[src/rtl/hamming_pkg.sv]
// Shared definitions for the SECDED (16,11) decoder: FSM state codes,
// status codes and the position of each message bit inside an encoded word.
`timescale 1ns/1ps
package hamming_pkg;

  typedef logic [2:0] state_t;

  localparam state_t ST_IDLE   = 3'd0;
  localparam state_t ST_RD_LO  = 3'd1;
  localparam state_t ST_RD_HI  = 3'd2;
  localparam state_t ST_CAP_HI = 3'd3;
  localparam state_t ST_DECODE = 3'd4;
  localparam state_t ST_WR_LO  = 3'd5;
  localparam state_t ST_WR_HI  = 3'd6;
  localparam state_t ST_FINISH = 3'd7;

  localparam logic [1:0] STAT_CLEAN = 2'b00;
  localparam logic [1:0] STAT_CORR  = 2'b01;
  localparam logic [1:0] STAT_DBL   = 2'b10;

  localparam int DATA_BITS = 11;

  // Hamming position of message bit j (d1 is index 0); parity bits use 0,1,2,4,8
  localparam logic [3:0] DATA_POS [DATA_BITS] = '{
    4'd3, 4'd5, 4'd6, 4'd7, 4'd9, 4'd10, 4'd11, 4'd12, 4'd13, 4'd14, 4'd15
  };

  function automatic logic [DATA_BITS-1:0] extract_data(input logic [15:0] w);
    logic [DATA_BITS-1:0] d;
    d = '0;
    for (int j = 0; j < DATA_BITS; j++) begin
      d[j] = w[DATA_POS[j]];
    end
    return d;
  endfunction

endpackage

[src/rtl/secded_16_11_dec.sv]
// Combinational SECDED (16,11) decode: syndrome, overall parity, single-bit
// correction and message extraction with a 2-bit status.
`timescale 1ns/1ps
module secded_16_11_dec
  import hamming_pkg::*;
(
  input  logic [15:0] w,
  output logic [10:0] data,
  output logic [1:0]  status
);

  logic [3:0]  syndrome;
  logic        parity;
  logic [15:0] fixed;

  always_comb begin
    syndrome = 4'd0;
    for (int k = 1; k < 16; k++) begin
      if (w[k]) begin
        syndrome = syndrome ^ 4'(k);
      end
    end
    parity = ^w;

    fixed  = w;
    status = STAT_CLEAN;
    // Odd parity means one flipped bit; syndrome 0 points at p0 itself
    if (parity) begin
      fixed[syndrome] = ~w[syndrome];
      status          = STAT_CORR;
    end else if (syndrome != 4'd0) begin
      status = STAT_DBL;
    end

    data = extract_data(fixed);
  end

endmodule

[src/rtl/hamming_decoder.sv]
// SECDED (16,11) decoder engine: reads encoded words from the shared byte
// memory, decodes them and writes message plus status back, 6 cycles per word.
`timescale 1ns/1ps
module hamming_decoder
  import hamming_pkg::*;
#(
  parameter int         NUM_WORDS = 15,
  parameter logic [7:0] SRC_BASE  = 8'd30,
  parameter logic [7:0] DST_BASE  = 8'd0
) (
  input  logic       clk,
  input  logic       reset,
  input  logic       start,
  output logic       done,
  output logic       busy,
  output logic [7:0] mem_addr,
  output logic       mem_rd,
  input  logic [7:0] mem_rdata,
  output logic       mem_wr,
  output logic [7:0] mem_wdata,
  output logic [7:0] corr_cnt,
  output logic [7:0] dbl_cnt
);

  state_t     state_q, state_d;
  logic [5:0] idx_q, idx_d;
  logic [7:0] lo_q, lo_d;
  logic [7:0] hi_q, hi_d;
  logic [7:0] res_lo_q, res_lo_d;
  logic [7:0] res_hi_q, res_hi_d;
  logic [7:0] corr_cnt_q, corr_cnt_d;
  logic [7:0] dbl_cnt_q, dbl_cnt_d;

  logic [10:0] dec_data;
  logic [1:0]  dec_status;
  logic [7:0]  word_off;
  logic [7:0]  src_lo, src_hi, dst_lo, dst_hi;
  logic        last_word;

  secded_16_11_dec u_dec (
    .w      ({hi_q, lo_q}),
    .data   (dec_data),
    .status (dec_status)
  );

  // Byte offsets wrap modulo 256 by construction of the 8-bit sums
  always_comb begin
    word_off  = {1'b0, idx_q, 1'b0};
    src_lo    = SRC_BASE + word_off;
    src_hi    = src_lo + 8'd1;
    dst_lo    = DST_BASE + word_off;
    dst_hi    = dst_lo + 8'd1;
    last_word = (idx_q == 6'(NUM_WORDS - 1));
  end

  always_comb begin
    state_d    = state_q;
    idx_d      = idx_q;
    lo_d       = lo_q;
    hi_d       = hi_q;
    res_lo_d   = res_lo_q;
    res_hi_d   = res_hi_q;
    corr_cnt_d = corr_cnt_q;
    dbl_cnt_d  = dbl_cnt_q;

    case (state_q)
      ST_IDLE, ST_FINISH: begin
        if (start) begin
          state_d    = ST_RD_LO;
          idx_d      = 6'd0;
          corr_cnt_d = 8'd0;
          dbl_cnt_d  = 8'd0;
        end
      end
      ST_RD_LO:  state_d = ST_RD_HI;
      ST_RD_HI: begin
        lo_d    = mem_rdata;
        state_d = ST_CAP_HI;
      end
      ST_CAP_HI: begin
        hi_d    = mem_rdata;
        state_d = ST_DECODE;
      end
      ST_DECODE: begin
        res_lo_d = dec_data[7:0];
        res_hi_d = {dec_status, 3'b000, dec_data[10:8]};
        if (dec_status == STAT_CORR) begin
          corr_cnt_d = corr_cnt_q + 8'd1;
        end else if (dec_status == STAT_DBL) begin
          dbl_cnt_d = dbl_cnt_q + 8'd1;
        end
        state_d = ST_WR_LO;
      end
      ST_WR_LO:  state_d = ST_WR_HI;
      ST_WR_HI: begin
        if (last_word) begin
          state_d = ST_FINISH;
        end else begin
          idx_d   = idx_q + 6'd1;
          state_d = ST_RD_LO;
        end
      end
      default:   state_d = ST_IDLE;
    endcase
  end

  always_ff @(posedge clk) begin
    if (reset) begin
      state_q    <= ST_IDLE;
      idx_q      <= 6'd0;
      lo_q       <= 8'd0;
      hi_q       <= 8'd0;
      res_lo_q   <= 8'd0;
      res_hi_q   <= 8'd0;
      corr_cnt_q <= 8'd0;
      dbl_cnt_q  <= 8'd0;
    end else begin
      state_q    <= state_d;
      idx_q      <= idx_d;
      lo_q       <= lo_d;
      hi_q       <= hi_d;
      res_lo_q   <= res_lo_d;
      res_hi_q   <= res_hi_d;
      corr_cnt_q <= corr_cnt_d;
      dbl_cnt_q  <= dbl_cnt_d;
    end
  end

  // Memory strobes are decoded from registered state only
  always_comb begin
    mem_rd    = 1'b0;
    mem_wr    = 1'b0;
    mem_addr  = 8'd0;
    mem_wdata = 8'd0;
    case (state_q)
      ST_RD_LO: begin
        mem_rd   = 1'b1;
        mem_addr = src_lo;
      end
      ST_RD_HI: begin
        mem_rd   = 1'b1;
        mem_addr = src_hi;
      end
      ST_WR_LO: begin
        mem_wr    = 1'b1;
        mem_addr  = dst_lo;
        mem_wdata = res_lo_q;
      end
      ST_WR_HI: begin
        mem_wr    = 1'b1;
        mem_addr  = dst_hi;
        mem_wdata = res_hi_q;
      end
      default: begin
        mem_rd = 1'b0;
      end
    endcase
  end

  always_comb begin
    done     = (state_q == ST_FINISH);
    busy     = (state_q != ST_IDLE) && (state_q != ST_FINISH);
    corr_cnt = corr_cnt_q;
    dbl_cnt  = dbl_cnt_q;
  end

endmodule

[config.mk]
export PLATFORM = sky130hd
export DESIGN_NAME = hamming_decoder
export DESIGN_NICKNAME = d
export VERILOG_FILES = /design/src/rtl/hamming_pkg.sv /design/src/rtl/secded_16_11_dec.sv /design/src/rtl/hamming_decoder.sv
export SDC_FILE = /design/constraint.sdc
export NUM_CORES = 1
export LEC_CHECK = 0
export CORE_ASPECT_RATIO = 0.8
export CORE_MARGIN = 2
export CORE_UTILIZATION = 55
export DETAILED_ROUTE_END_ITERATION = 7
export PLACE_DENSITY_LB_ADDON = 0.2
export SLEW_MARGIN = 10
export SYNTH_ARGS = -nofsm -noshare
export SYNTH_HDL_FRONTEND = slang
export SYNTH_SLANG_ARGS = --single-unit
[constraint.sdc]
create_clock -name clk -period 3.3 [get_ports clk]
set_input_delay 0.33 -clock clk [delete_from_list [all_inputs] [get_ports clk]]
set_output_delay 0.33 -clock clk [all_outputs]
set_load 0.01 [all_outputs]
### Word level (Yosys, flattened, before mapping)

Index checks and enable logic that the tools add are counted.

| word-level totals | value |
|---|---|
| bits in writable memories | 0 |
| output and inout bits | 36 |
| memories | 0 |
| input bits | 11 |
| ROM bits | 0 |
| bits in registers | 54 |
| bits in latches | 0 |
| logic and storage cells | 100 |

| cells by class | value |
|---|---|
| div/mod/pow operators | 0 |
| eq/ne operators | 16 |
| bitwise operators | 15 |
| shifts and indexed selects | 0 |
| add/sub/neg operators | 6 |
| multipliers | 0 |
| reduce and logical (&&, ||, !) cells | 14 |
| order comparisons | 2 |
| mux-type cells | 39 |

Operators with widths:

| operator | number |
|---|---|
| one-hot mux 8 bit (2 select lines) | 3 |
| 2-to-1 mux 4 bit | 8 |
| 2-to-1 mux 8 bit | 4 |
| one-hot mux 8 bit (4 select lines) | 1 |
| adder 8 x 1 -> 8 bit (second input constant) | 3 |
| one-hot mux 3 bit (7 select lines) | 1 |
| 2-to-1 mux 3 bit | 6 |
| bitwise mux 16 bit | 1 |
| 2-to-1 mux 16 bit | 1 |
| parity 16 bit | 1 |
| equality test 3 bit (second input constant) | 4 |
| 2-to-1 mux 6 bit | 2 |
| NOT 2 bit | 6 |
| NOT 3 bit | 4 |
| one-hot mux 6 bit (2 select lines) | 1 |
| != test 2 bit (second input constant) | 5 |
| adder 5 x 7 -> 8 bit (first input constant) | 1 |
| adder 7 x 1 -> 8 bit (second input constant) | 1 |
| 2-to-1 mux 2 bit | 4 |
| adder 6 x 1 -> 6 bit (second input constant) | 1 |
| equality test 3 x 2 -> 1 bit (second input constant) | 2 |
| equality test 6 x 4 -> 1 bit (second input constant) | 1 |
| AND reduction 3 bit | 2 |
| OR reduction 2 bit | 3 |
| other kinds (18) | 26 |

### Longest topological paths before layout

Gate-level depths: netlist of run 1.

| depth | value |
|---|---|
| depth after elaboration | 33 |
| mapped depth | 9 |
| gate-level depth less buffers | 9 |

### Hierarchy

Synthesis of run 1 repeated with hierarchy kept, for this count alone.

| unflattened totals | value |
|---|---|
| cell total of the unflattened synthesis | 432 |
| area total of the unflattened synthesis | 3,477.1 µm² |

Modules (own cells, without submodules):

| module | seq. area each (µm²) | area an instance (µm²) | cells an instance | times used |
|---|---|---|---|---|
| hamming_decoder | 1,081.0 | 2,650.0 | 327 | 1 |
| secded_16_11_dec | 0.0 | 827.0 | 105 | 1 |

### Worst setup path before layout of run 1

No wires, ideal clock.

| timing path | value |
|---|---|
| kind | flip-flop to flip-flop |
| from | reg hi_q[6] |
| to | reg dbl_cnt_q[6] (netlist: dbl_cnt[6]) |
| clock period less this slack | 2.377 ns |
| library setup time | 0.071 ns |
| path buffers | 1 |
| path slack | 0.923 ns |
| data required time | 3.229 ns |
| arrival time | 2.306 ns |
| stages on the path, launching flop included | 9 |
| cell sequence | dfxtp_1 buf_2 xor2_2 xnor3_2 xnor2_2 a211o_1 nand3_4 or4_1 a21oi_1 |

| between the ends | value |
|---|---|
| word-level cells in the longest chain between the ends | 9 |
| elaborated cells between the ends (all ways) | 12 |
| those cells by class | eq/ne: 4; mux: 4; bitwise: 1; reduce/logical: 3 |

RTL lines:

| item | line | source |
|---|---|---|
| from (decl) | hamming_decoder.sv:28 | `logic [7:0] hi_q, hi_d;` |
| from (signal assigned) | hamming_decoder.sv:121 | `hi_q <= hi_d;` |
| 2-to-1 mux 4 bit | secded_16_11_dec.sv:19 | `if (w[k]) begin` |
| NOT 4 bit (no line) | -- |  |
| 2-to-1 mux 4 bit | secded_16_11_dec.sv:19 |  |
| nonzero test 4 bit | secded_16_11_dec.sv:31 | `end else if (syndrome != 4'd0) begin` |
| 2-to-1 mux 2 bit | secded_16_11_dec.sv:31 |  |
| 2-to-1 mux 2 bit (*) | secded_16_11_dec.sv:28 | `if (parity) begin` |
| equality test 2 bit or equality test 2 x 1 -> 1 bit (tied branches) | hamming_decoder.sv:89, hamming_decoder.sv:87 |  |
| != test 2 bit (no line) | -- |  |
| AND reduction 4 bit (no line) (*) | -- |  |
| to (signal assigned) | hamming_decoder.sv:125 | `dbl_cnt_q <= dbl_cnt_d;` |
| to (decl) | hamming_decoder.sv:32 | `logic [7:0] dbl_cnt_q, dbl_cnt_d;` |

Every way passes the cells marked *; elsewhere a longest branch is shown, timed or not.
A chain may end at the register's enable or synchronous reset.

### Worst setup path in the final report of run 1

| timing path | value |
|---|---|
| from | reg hi_q[7] |
| to | reg dbl_cnt_q[5] (netlist: dbl_cnt[5]) |

| between the ends | value |
|---|---|
| word-level cells in the longest chain between the ends | 7 |
| elaborated cells between the ends (all ways) | 10 |
| those cells by class | eq/ne: 4; mux: 3; reduce/logical: 3 |

RTL lines:

| item | line |
|---|---|
| 2-to-1 mux 4 bit | secded_16_11_dec.sv:19 |
| nonzero test 4 bit | secded_16_11_dec.sv:31 |
| 2-to-1 mux 2 bit | secded_16_11_dec.sv:31 |
| 2-to-1 mux 2 bit (*) | secded_16_11_dec.sv:28 |
| equality test 2 bit or equality test 2 x 1 -> 1 bit (tied branches) | hamming_decoder.sv:89, hamming_decoder.sv:87 |
| != test 2 bit (no line) | -- |
| AND reduction 4 bit (no line) (*) | -- |

Marks and branches as above.

==> flow_summary.ini, run 1 <==
[status]
status = complete, no violations

[floorplanning]
die-area_um2 = 6800
die_width_um = 91.7
chipHeight_um = 74.1
initial_core_util_pct = 57.2
fp-row-count = 25
core_um2 = 5910
pin_count = 47

[worst_setup_path]
worstPathMaxFanout = 8
reg2reg_setup_slack_ps = 580
startpoint_type = register
crit_required_ps = 3520
path_buf_inv = 0
path_delay_family = XOR/XNOR gates
cp_data_arrival_time_ps = 2940
reg2regPathDepth = 7
worstSetupPathType = reg -> reg
max_stage_delay_ps = 550
path_cells = xor2_2 -> xnor3_2 -> xnor2_2 -> a211o_1 -> nand3_1 -> o2bb2a_1 -> o31ai_1
r2r-start = hi_q[7]$_SDFFE_PP0N_
r2r-end = dbl_cnt[5]$_SDFFE_PP0P_
cp_slowest_cell = dfxtp_1
end_kind = register

[sta]
worst_pin_slew_ps = 903
finalHoldViolations = 0
final.setup.tns_ps = 0
fmax_ghz = 0.368
finalClockSkew_ps = 9.90
period_share_pct = 82.4
rsz0062_at_grt = no
finalMaxSlewViolations = 0
setup_violations = 0
relSlewSlack_pct = 39.6
period_minus_slack_ps = 2720

[synth]
synth_xor_area_share_pct = 19.0
synth_edf_count = 0
synth_common_cells = nor2_1, dfxtp_1, a21oi_1, nand2_1, xnor2_1
syn_inst = 395
synth_compound_area_share_pct = 15.3
synth.avg_cell_area_um2 = 8.56
yosysMostFrequentCell = nor2_1
yosysSeqAreaShare_pct = 32.0
syn_nets = 411
synth_top_cell_by_area = dfxtp_1
async_reset_ff_share_pct = 0
synth_area_leaders = dfxtp_1, nor2_1, xnor2_1, mux2i_1, xor2_1
yosys.area.top_type_share_pct = 32.0
synth_top_family_by_area = simple AND/OR/NAND/NOR gates
synth_mux_area_share_pct = 5.03
synth-simple-area-share_pct = 22.8
netlist_area_um2 = 3380
ys.flop_type = dfxtp_1
ys_types = 53
yosysWarnings = 0
synth_fa_ha_area_share_pct = 2.15
synth_seq_cells = 54

[global_routing]
grt_max_degree = 21
overflow = 0
grt_pass1_wl_um = 13200
grt_antenna_before_repair = 0
grt_pass1_vias = 2628
grt_use_total_pct = 24.3

[power_and_ir_drop]
p_leak_uw = 0.00148
power_density_nw_per_um2 = 393
p_clk_share_pct = 22.5
power.share.switching_pct = 34.3
ir_worst_vdd_mv = 0.360
pwr-share-seq_pct = 44.8
p_int_uw = 1030
comb_power_share_pct = 32.8
power.switching_uw = 537

[cts]
cts_sinks = 54
postCtsResizedCells = 0
cts_tree = built
clk_latency_ps = 300
cts.hold.buffers_added = 0
clkTransAtPathRegs_ps = 100
cts_root_buf = clkbuf_8
cts_buffers = 5
clk_path_buf_depth = 2
post_cts_buffers = 0
h-tree-depth = 2

[worst_hold_path]
holdCritStartpoint = res_hi_q[7]$_SDFFE_PP0P_
hp-class = reg -> reg
worstHoldPathCells = 2
hold_path_end = res_hi_q[7]$_SDFFE_PP0P_

[detailed_routing]
drt_iter0_markers = 171
vias = 2934
drt-pass1-iter-count = 5
ant_nets = 0
routed_wl_um = 7940
vias_per_cell = 5.72
drcViolationCount = 0
wl_per_cell_um = 15.5

[job]
drv_cap = 0

[placement]
place.gp.congestion = 0.896
dpl.hpwl_um = 6120
portBuffers = 46

[finish]
syn2layout_area_growth_pct = 17.6
n_antenna_cell = 0
final_nets = 448
fin_util_pct = 67.3
drive_above_1_share_pct = 6.94
==> layout make-up <==
| class | count | area [um2] |
|---|---|---|
| multi-input cells | 312 | 2180 |
| fillers | 489 | 1930 |
| flip-flops and latches | 54 | 1080 |
| repair buffers | 54 | 520 |
| well taps | 81 | 101 |
| clock buffers | 6 | 72.6 |
| inverters | 5 | 18.8 |
| clock inverters | 1 | 7.51 |
==> worst max-delay path by stage <==
stage	from	end	slack (ps)	depth (start not counted)
finish	hi_q[7]$_SDFFE_PP0N_	dbl_cnt[5]$_SDFFE_PP0P_	580	7
global route	hi_q[7]$_SDFFE_PP0N_	dbl_cnt[5]$_SDFFE_PP0P_	430	7
CTS	hi_q[7]$_SDFFE_PP0N_	dbl_cnt[4]$_SDFFE_PP0P_	570	7
detailed placement	hi_q[7]$_SDFFE_PP0N_	dbl_cnt[4]$_SDFFE_PP0P_	590	7
global placement	hi_q[7]$_SDFFE_PP0N_	dbl_cnt[4]$_SDFFE_PP0P_	730	7
floorplan	hi_q[6]$_SDFFE_PP0N_	dbl_cnt[6]$_SDFFE_PP0P_	920	8
==> cell usage in the layout (no fill, tap or decap), drive strengths merged, types with 3 or more instances in the layout <==
master and instances:
nor2 64, dfxtp 54, clkdlybuf4s50 46, xnor2 29, a21oi 23, nand2 23, xor2 21, mux2i 17
nand3 17, o21ai 13, a22oi 10, nor3 9, and3 8, buf 8, o31ai 7, or4 6
clkbuf 6, inv 5, and2 5, a22o 5, ha 5, nor2b 4, or3 4, nand4 4
nand2b 3, o21bai 3, a211oi 3
==> metrics by stage <==
stage	power, uW	hold slack (ps)	setup WS, ps	instances	cell area, um2
2_1_floorplan	1090	425	923	395	3380
3_3_place_gp	1210	444	731	506	3900
3_5_place_dp	1220	454	589	506	3900
4_1_cts	1570	469	571	513	3980
5_1_grt	1650	509	428	513	3980
6_report	1560	465	582	513	3980
==> worst reg2reg max path: cells and delay by family, from the launching register on <==
family	cells	cell delay [ps]
compound gates	3	680
xor+xnor	3	1140
flops	1	550
simple gates	1	270
==> power by group through the flow <==
stage	registers (uW)	clock network, uW	logic, uW
3_3_place_gp	714	0	498
5_1_grt	704	386	559
2_1_floorplan	695	0	391
6_report	700	351	512
4_1_cts	699	363	511
3_5_place_dp	715	0	508
==> flip-flops by register name, summed over array words and instances, names as in the netlist <==
signal,count
corr_cnt,8
idx_q,6
lo_q,8
dbl_cnt,8
res_lo_q,8
hi_q,8
res_hi_q,5
state_q,3
==> routing by layer <==
layer | wire length, um | global-route usage [%] | vias up
li1 | - | - | 1464
met1 | 4000 | 36.2 | 1374
met2 | 3470 | 37.4 | 92
met3 | 422 | 3.85 | 4
met4 | 47 | 5.05 | 0
met5 | 0 | 0 | -
==> cells by family (layout without fill, tap and decap cells) <==
logic type      Yosys count  after routing
simple gates            158            158
flops                    54             54
fa+ha+maj                 6              6
xor+xnor                 53             53
buf+inv                  29             66
mux                      17             17
compound gates           78             78
No activity file was read; power rests on OpenSTA's default activity.
==> run 2, diff against run 1 <==
--- a/config.mk
+++ b/config.mk
@@ -7,7 +7,7 @@
 export LEC_CHECK = 0
 export CORE_ASPECT_RATIO = 0.8
 export CORE_MARGIN = 2
-export CORE_UTILIZATION = 55
+export CORE_UTILIZATION = 50
 export DETAILED_ROUTE_END_ITERATION = 7
 export PLACE_DENSITY_LB_ADDON = 0.2
 export SLEW_MARGIN = 10
==> constraint.sdc (replaced) <==
create_clock -name clk -period 2.5 [get_ports clk]
set_input_delay 0.25 -clock clk [delete_from_list [all_inputs] [get_ports clk]]
set_output_delay 0.25 -clock clk [all_outputs]
set_load 0.01 [all_outputs]
==> flow_summary.ini, run 2 (synthesis results as in run 1) <==
[floorplanning]
initial_core_util_pct = 52.2
chipHeight_um = 77.6
die_width_um = 96.0
core_um2 = 6470
fp-row-count = 26
die-area_um2 = 7440
pin_count = 47

[sta]
finalClockSkew_ps = 13.6
period_share_pct = 98.6
period_minus_slack_ps = 2470
finalMaxSlewViolations = 0
setup_violations = 0
fmax_ghz = 0.406
final.setup.tns_ps = 0
finalHoldViolations = 0
relSlewSlack_pct = 53.4
worst_pin_slew_ps = 697

[global_routing]
top_usage_layer = met2
grt_pass1_vias = 2728
grt_use_total_pct = 22.3
grt_max_degree = 22
grt_pass1_wl_um = 13100
met2_usage_pct = 32.6
met1_usage_pct = 32.3
overflow = 0
met3_usage_pct = 6.02
grt_antenna_before_repair = 0

[detailed_routing]
vias_per_cell = 5.66
drt_iter0_markers = 253
drcViolationCount = 0
wl_per_cell_um = 15.5
ant_nets = 0
drt-pass1-iter-count = 4
vias = 3016
routed_wl_um = 8260

[finish]
drive_above_1_share_pct = 14.9
fill_cells = 554
final_cell_mix = nor2_1, clkdlybuf4s50_1, dfxtp_1
mostFrequentLayoutCell = nor2_1
n_antenna_cell = 0
final_nets = 464
syn2layout_area_growth_pct = 24.4

[cts]
h-tree-depth = 2
cts_tree = built
cts_buffers = 5
clk_latency_ps = 310
clkTransAtPathRegs_ps = 110
cts_sinks = 54
clk_path_buf_depth = 2
cts.hold.buffers_added = 0
post_cts_buffers = 0
cts_root_buf = clkbuf_8

[worst_setup_path]
worstPathMaxFanout = 5
crit_required_ps = 2750
cp_data_arrival_time_ps = 2720
path_cells = xor2_2 -> xnor3_2 -> xnor2_2 -> a211o_1 -> nand3_4 -> or4_1 -> a21oi_1
end_kind = register
max_stage_delay_ps = 560
worstSetupPathType = reg -> reg
startpoint_type = register
cp_slowest_cell = xnor3_2

[placement]
portBuffers = 46
place.gp.congestion = 0.940
dpl.hpwl_um = 6200

[worst_hold_path]
hp-class = reg -> reg

[power_and_ir_drop]
power_density_nw_per_um2 = 526
total_power_uw = 2210
ir_worst_vdd_mv = 0.334
p_leak_uw = 0.00161

[status]
status = complete, no violations

[job]
drv_cap = 0
[run 2: critical path, delay by kind of cell, from the launching register on]
| kind | cells | cell delay, ps |
|---|---|---|
| AND/OR/NAND/NOR | 2 | 540 |
| AO/OA/AOI/OAI | 2 | 420 |
| flip-flops | 1 | 390 |
| XOR/XNOR | 3 | 1050 |
[run 2: power breakdown]
group,internal [uW],switching [uW]
Sequential,882,35.6
Clock,230,303
Combinational,323,440
Total,1430,778
[run 2: timing repair]
item | 4_1_cts | 5_1_grt
pin swaps | 0 | 4
cloned | 0 | 0
resized for setup | 4 | 19
hold endpoints to repair | 0 | 0
endpoints found under the setup margin | 4 | 14
[run 2: cell type report]
type	count	area [um2]	area share, %
Clock buffer	7	86.3	2.05
Clock inverter	1	8.76	0.208
Inverter	5	18.8	0.446
Multi-Input combinational cell	312	2250	53.5
Sequential cell	54	1100	26.1
Tap cell	84	105	2.50
Timing Repair Buffer	70	643	15.3
[run 2: worst paths after layout]
path,from,to,slack (ps),depth (start not counted)
max reg2reg,hi_q[6]$_SDFFE_PP0N_,dbl_cnt[6]$_SDFFE_PP0P_,30,7
min reg2reg,res_hi_q[7]$_SDFFE_PP0P_,res_hi_q[7]$_SDFFE_PP0P_,470,2
min,res_hi_q[7]$_SDFFE_PP0P_,res_hi_q[7]$_SDFFE_PP0P_,470,2
max,hi_q[6]$_SDFFE_PP0N_,dbl_cnt[6]$_SDFFE_PP0P_,30,7
[run 2: routing by layer]
metal / vias up / routed length (um) / part of all wire, %
met5: - / 0 / 0
met4: 0 / 116 / 1.4
met3: 14 / 577 / 7.0
met2: 99 / 3620 / 44
met1: 1410 / 3950 / 48
li1: 1493 / - / -
[run 2: through the flow]
step	hold slack (ps)	instance area, um2	instances	util [%]	setup WS, ps
2_1_floorplan	394	3380	395	-	123
3_3_place_gp	446	4020	525	62.1	43.4
3_5_place_dp	450	4020	525	62.1	-6.79
4_1_cts	466	4130	533	63.8	23.5
5_1_grt	482	4210	533	65.0	-3.79
6_report	466	4210	533	65.0	33.9
==> run 3, diff against run 2 <==
--- a/config.mk
+++ b/config.mk
@@ -5,7 +5,6 @@
 export SDC_FILE = /design/constraint.sdc
 export NUM_CORES = 1
 export LEC_CHECK = 0
-export CORE_ASPECT_RATIO = 0.8
 export CORE_MARGIN = 2
 export CORE_UTILIZATION = 50
 export DETAILED_ROUTE_END_ITERATION = 7
@@ -13,4 +12,5 @@
 export SLEW_MARGIN = 10
 export SYNTH_ARGS = -nofsm -noshare
 export SYNTH_HDL_FRONTEND = slang
+export SYNTH_HIERARCHICAL = 1
 export SYNTH_SLANG_ARGS = --single-unit
==> flow_summary.ini, run 3 <==
[synth]
synth_seq_cells = 54
yosysMostFrequentCell = nand2_1
netlist_area_um2 = 3480
yosysWarnings = 6
yosysSeqAreaShare_pct = 31.1
synth_edf_count = 0
ys_types = 68
async_reset_ff_share_pct = 0
synth.avg_cell_area_um2 = 8.05
synth_top_cell_by_area = dfxtp_1
yosys.area.top_type_share_pct = 31.1
syn_inst = 432
syn_nets = 448
synth_area_leaders = dfxtp_1, nand2_1, a21oi_1, xnor2_1, nor2_1
synth_common_cells = nand2_1, dfxtp_1, a21oi_1
ys.flop_type = dfxtp_1

[worst_setup_path]
cp_slowest_cell = xnor3_2
path_cells = xnor2_2 -> xnor3_2 -> xor2_4 -> nand2b_1 -> o211ai_1 -> o21ai_2 -> nor2b_4 -> nand2_2 -> or4_1 -> nand3_1
end_kind = register
reg2regPathDepth = 10
max_stage_delay_ps = 500
worstSetupPathType = reg -> reg
path_delay_family = simple AND/OR/NAND/NOR gates
worstPathMaxFanout = 4
path_buf_inv = 0
startpoint_type = register
cp.depth = 10
crit_required_ps = 2760
cp_data_arrival_time_ps = 2810

[sta]
worst_pin_slew_ps = 690
finalHoldViolations = 0
period_minus_slack_ps = 2550
finalClockSkew_ps = 10.4
relSlewSlack_pct = 53.8
setup_violations = 12
period_share_pct = 102
hold_slack_ps = 465
rsz0062_at_grt = yes
setup_ws_ps = -49.2
fmax_ghz = 0.392
finalMaxSlewViolations = 0

[detailed_routing]
vias_per_cell = 5.90
routed_wl_um = 9270
drt-pass1-iter-count = 5
drt_iter0_markers = 214
vias = 3499
ant_nets = 0
wl_per_cell_um = 15.6
drcViolationCount = 0

[global_routing]
overflow = 0
grt_max_degree = 37
grt_antenna_before_repair = 0
grt_pass1_wl_um = 15000
grt_pass1_vias = 3114
grt_use_total_pct = 24.5

[cts]
cts_buffers = 5
cts_tree = built
clkTransAtPathRegs_ps = 110
cts_root_buf = clkbuf_8
clk_latency_ps = 320
cts_sinks = 54
h-tree-depth = 2
clk_path_buf_depth = 2

[placement]
pre_cts_ws_ps = -205
dpl.hpwl_um = 6560
portBuffers = 46
place.gp.congestion = 0.921

[finish]
n_antenna_cell = 0
multi_input_area_um2 = 2450
drive_above_1_share_pct = 24.6
syn2layout_area_growth_pct = 33.8
fill_cells = 555
final_cell_mix = nand2_1, buf_4, dfxtp_1
seq_area_um2 = 1100
fin_util_pct = 68.8
mostFrequentLayoutCell = nand2_1
final_nets = 528

[power_and_ir_drop]
ir_worst_vdd_mv = 0.248
power_density_nw_per_um2 = 481
p_leak_uw = 0.00184

[floorplanning]
pin_count = 47
fp-row-count = 30
die-area_um2 = 7640
die_width_um = 87.4
chipHeight_um = 87.4
core_um2 = 6760
initial_core_util_pct = 51.5

[status]
violations = negative setup slack
status = complete, but fails checks

[worst_hold_path]
worstHoldPathCells = 2
hp-class = reg -> reg

[job]
drv_cap = 0
[run 3: cell count changes in the layout (fill, tap and decap cells not counted), moves of 6 or more]
cell | before | now
mux2i_1 | 17 | 2
xor2_1 | 14 | 8
buf_4 | 24 | 53
nand2_1 | 23 | 68
nor2_1 | 64 | 29
mux2_2 | 0 | 8
a21oi_1 | 22 | 32
dfxtp_2 | 9 | 3
[run 3: area by class of cell]
class | count | share of cell area [%]
Clock buffer | 5 | 1.48
Clock inverter | 3 | 0.619
Inverter | 7 | 0.565
Multi-Input combinational cell | 344 | 52.7
Sequential cell | 54 | 23.7
Tap cell | 80 | 2.15
Timing Repair Buffer | 100 | 18.8
[run 3: tightest hold or removal path: stages, from the launching register on]
cell and delay [ps]:
dfxtp_1 330, nand2_1 50, a21oi_1 50
[run 3: layer usage]
metal	share of wire (%)	vias to the layer above	global-route usage, %
li1	-	1699	-
met1	46	1677	34.6
met2	48	111	39.3
met3	5.5	12	3.60
met4	1.1	0	6.29
met5	0	-	0
[run 3: cells by family (layout without fill, tap and decap cells)]
logic type	count (synthesis)	after routing	share of synthesized area, %
compound gates	106	106	20.2
mux	12	12	4.10
buf+inv	34	115	4.43
fa+ha+maj	6	6	2.09
xor+xnor	34	34	10.4
flops	54	54	31.1
simple gates	186	186	27.7
[run 3: what timing repair did]
item / CTS / global route
buffers inserted: 4 / 4
resized for setup: 19 / 32
hold buffers: 0 / 0
pin swaps: 5 / 11
setup endpoints to repair: 25 / 32
[run 3: where the power goes]
group	internal [uW]	switching [uW]
clock network	209	330
logic	388	418
registers	871	23.2
[run 3: final timing paths]
path / from / endpoint / slack, ps
min reg2reg: res_lo_q[0]$_SDFFE_PP0P_ / res_lo_q[0]$_SDFFE_PP0P_ / 470
max: hi_q[1]$_SDFFE_PP0N_ / dbl_cnt[7]$_SDFFE_PP0P_ / -50
min: res_lo_q[0]$_SDFFE_PP0P_ / res_lo_q[0]$_SDFFE_PP0P_ / 470
max reg2reg: hi_q[1]$_SDFFE_PP0N_ / dbl_cnt[7]$_SDFFE_PP0P_ / -50
[run 3: metrics by stage]
stage          setup TNS, ps  total power (uW)  instances  cell area [um2]
2_1_floorplan           -214              1340        432             3500
3_3_place_gp           -1370              1550        577             4280
3_5_place_dp           -2320              1560        577             4280
4_1_cts                -7.08              2140        589             4470
5_1_grt                -3080              2350        593             4650
6_report                -381              2240        593             4650
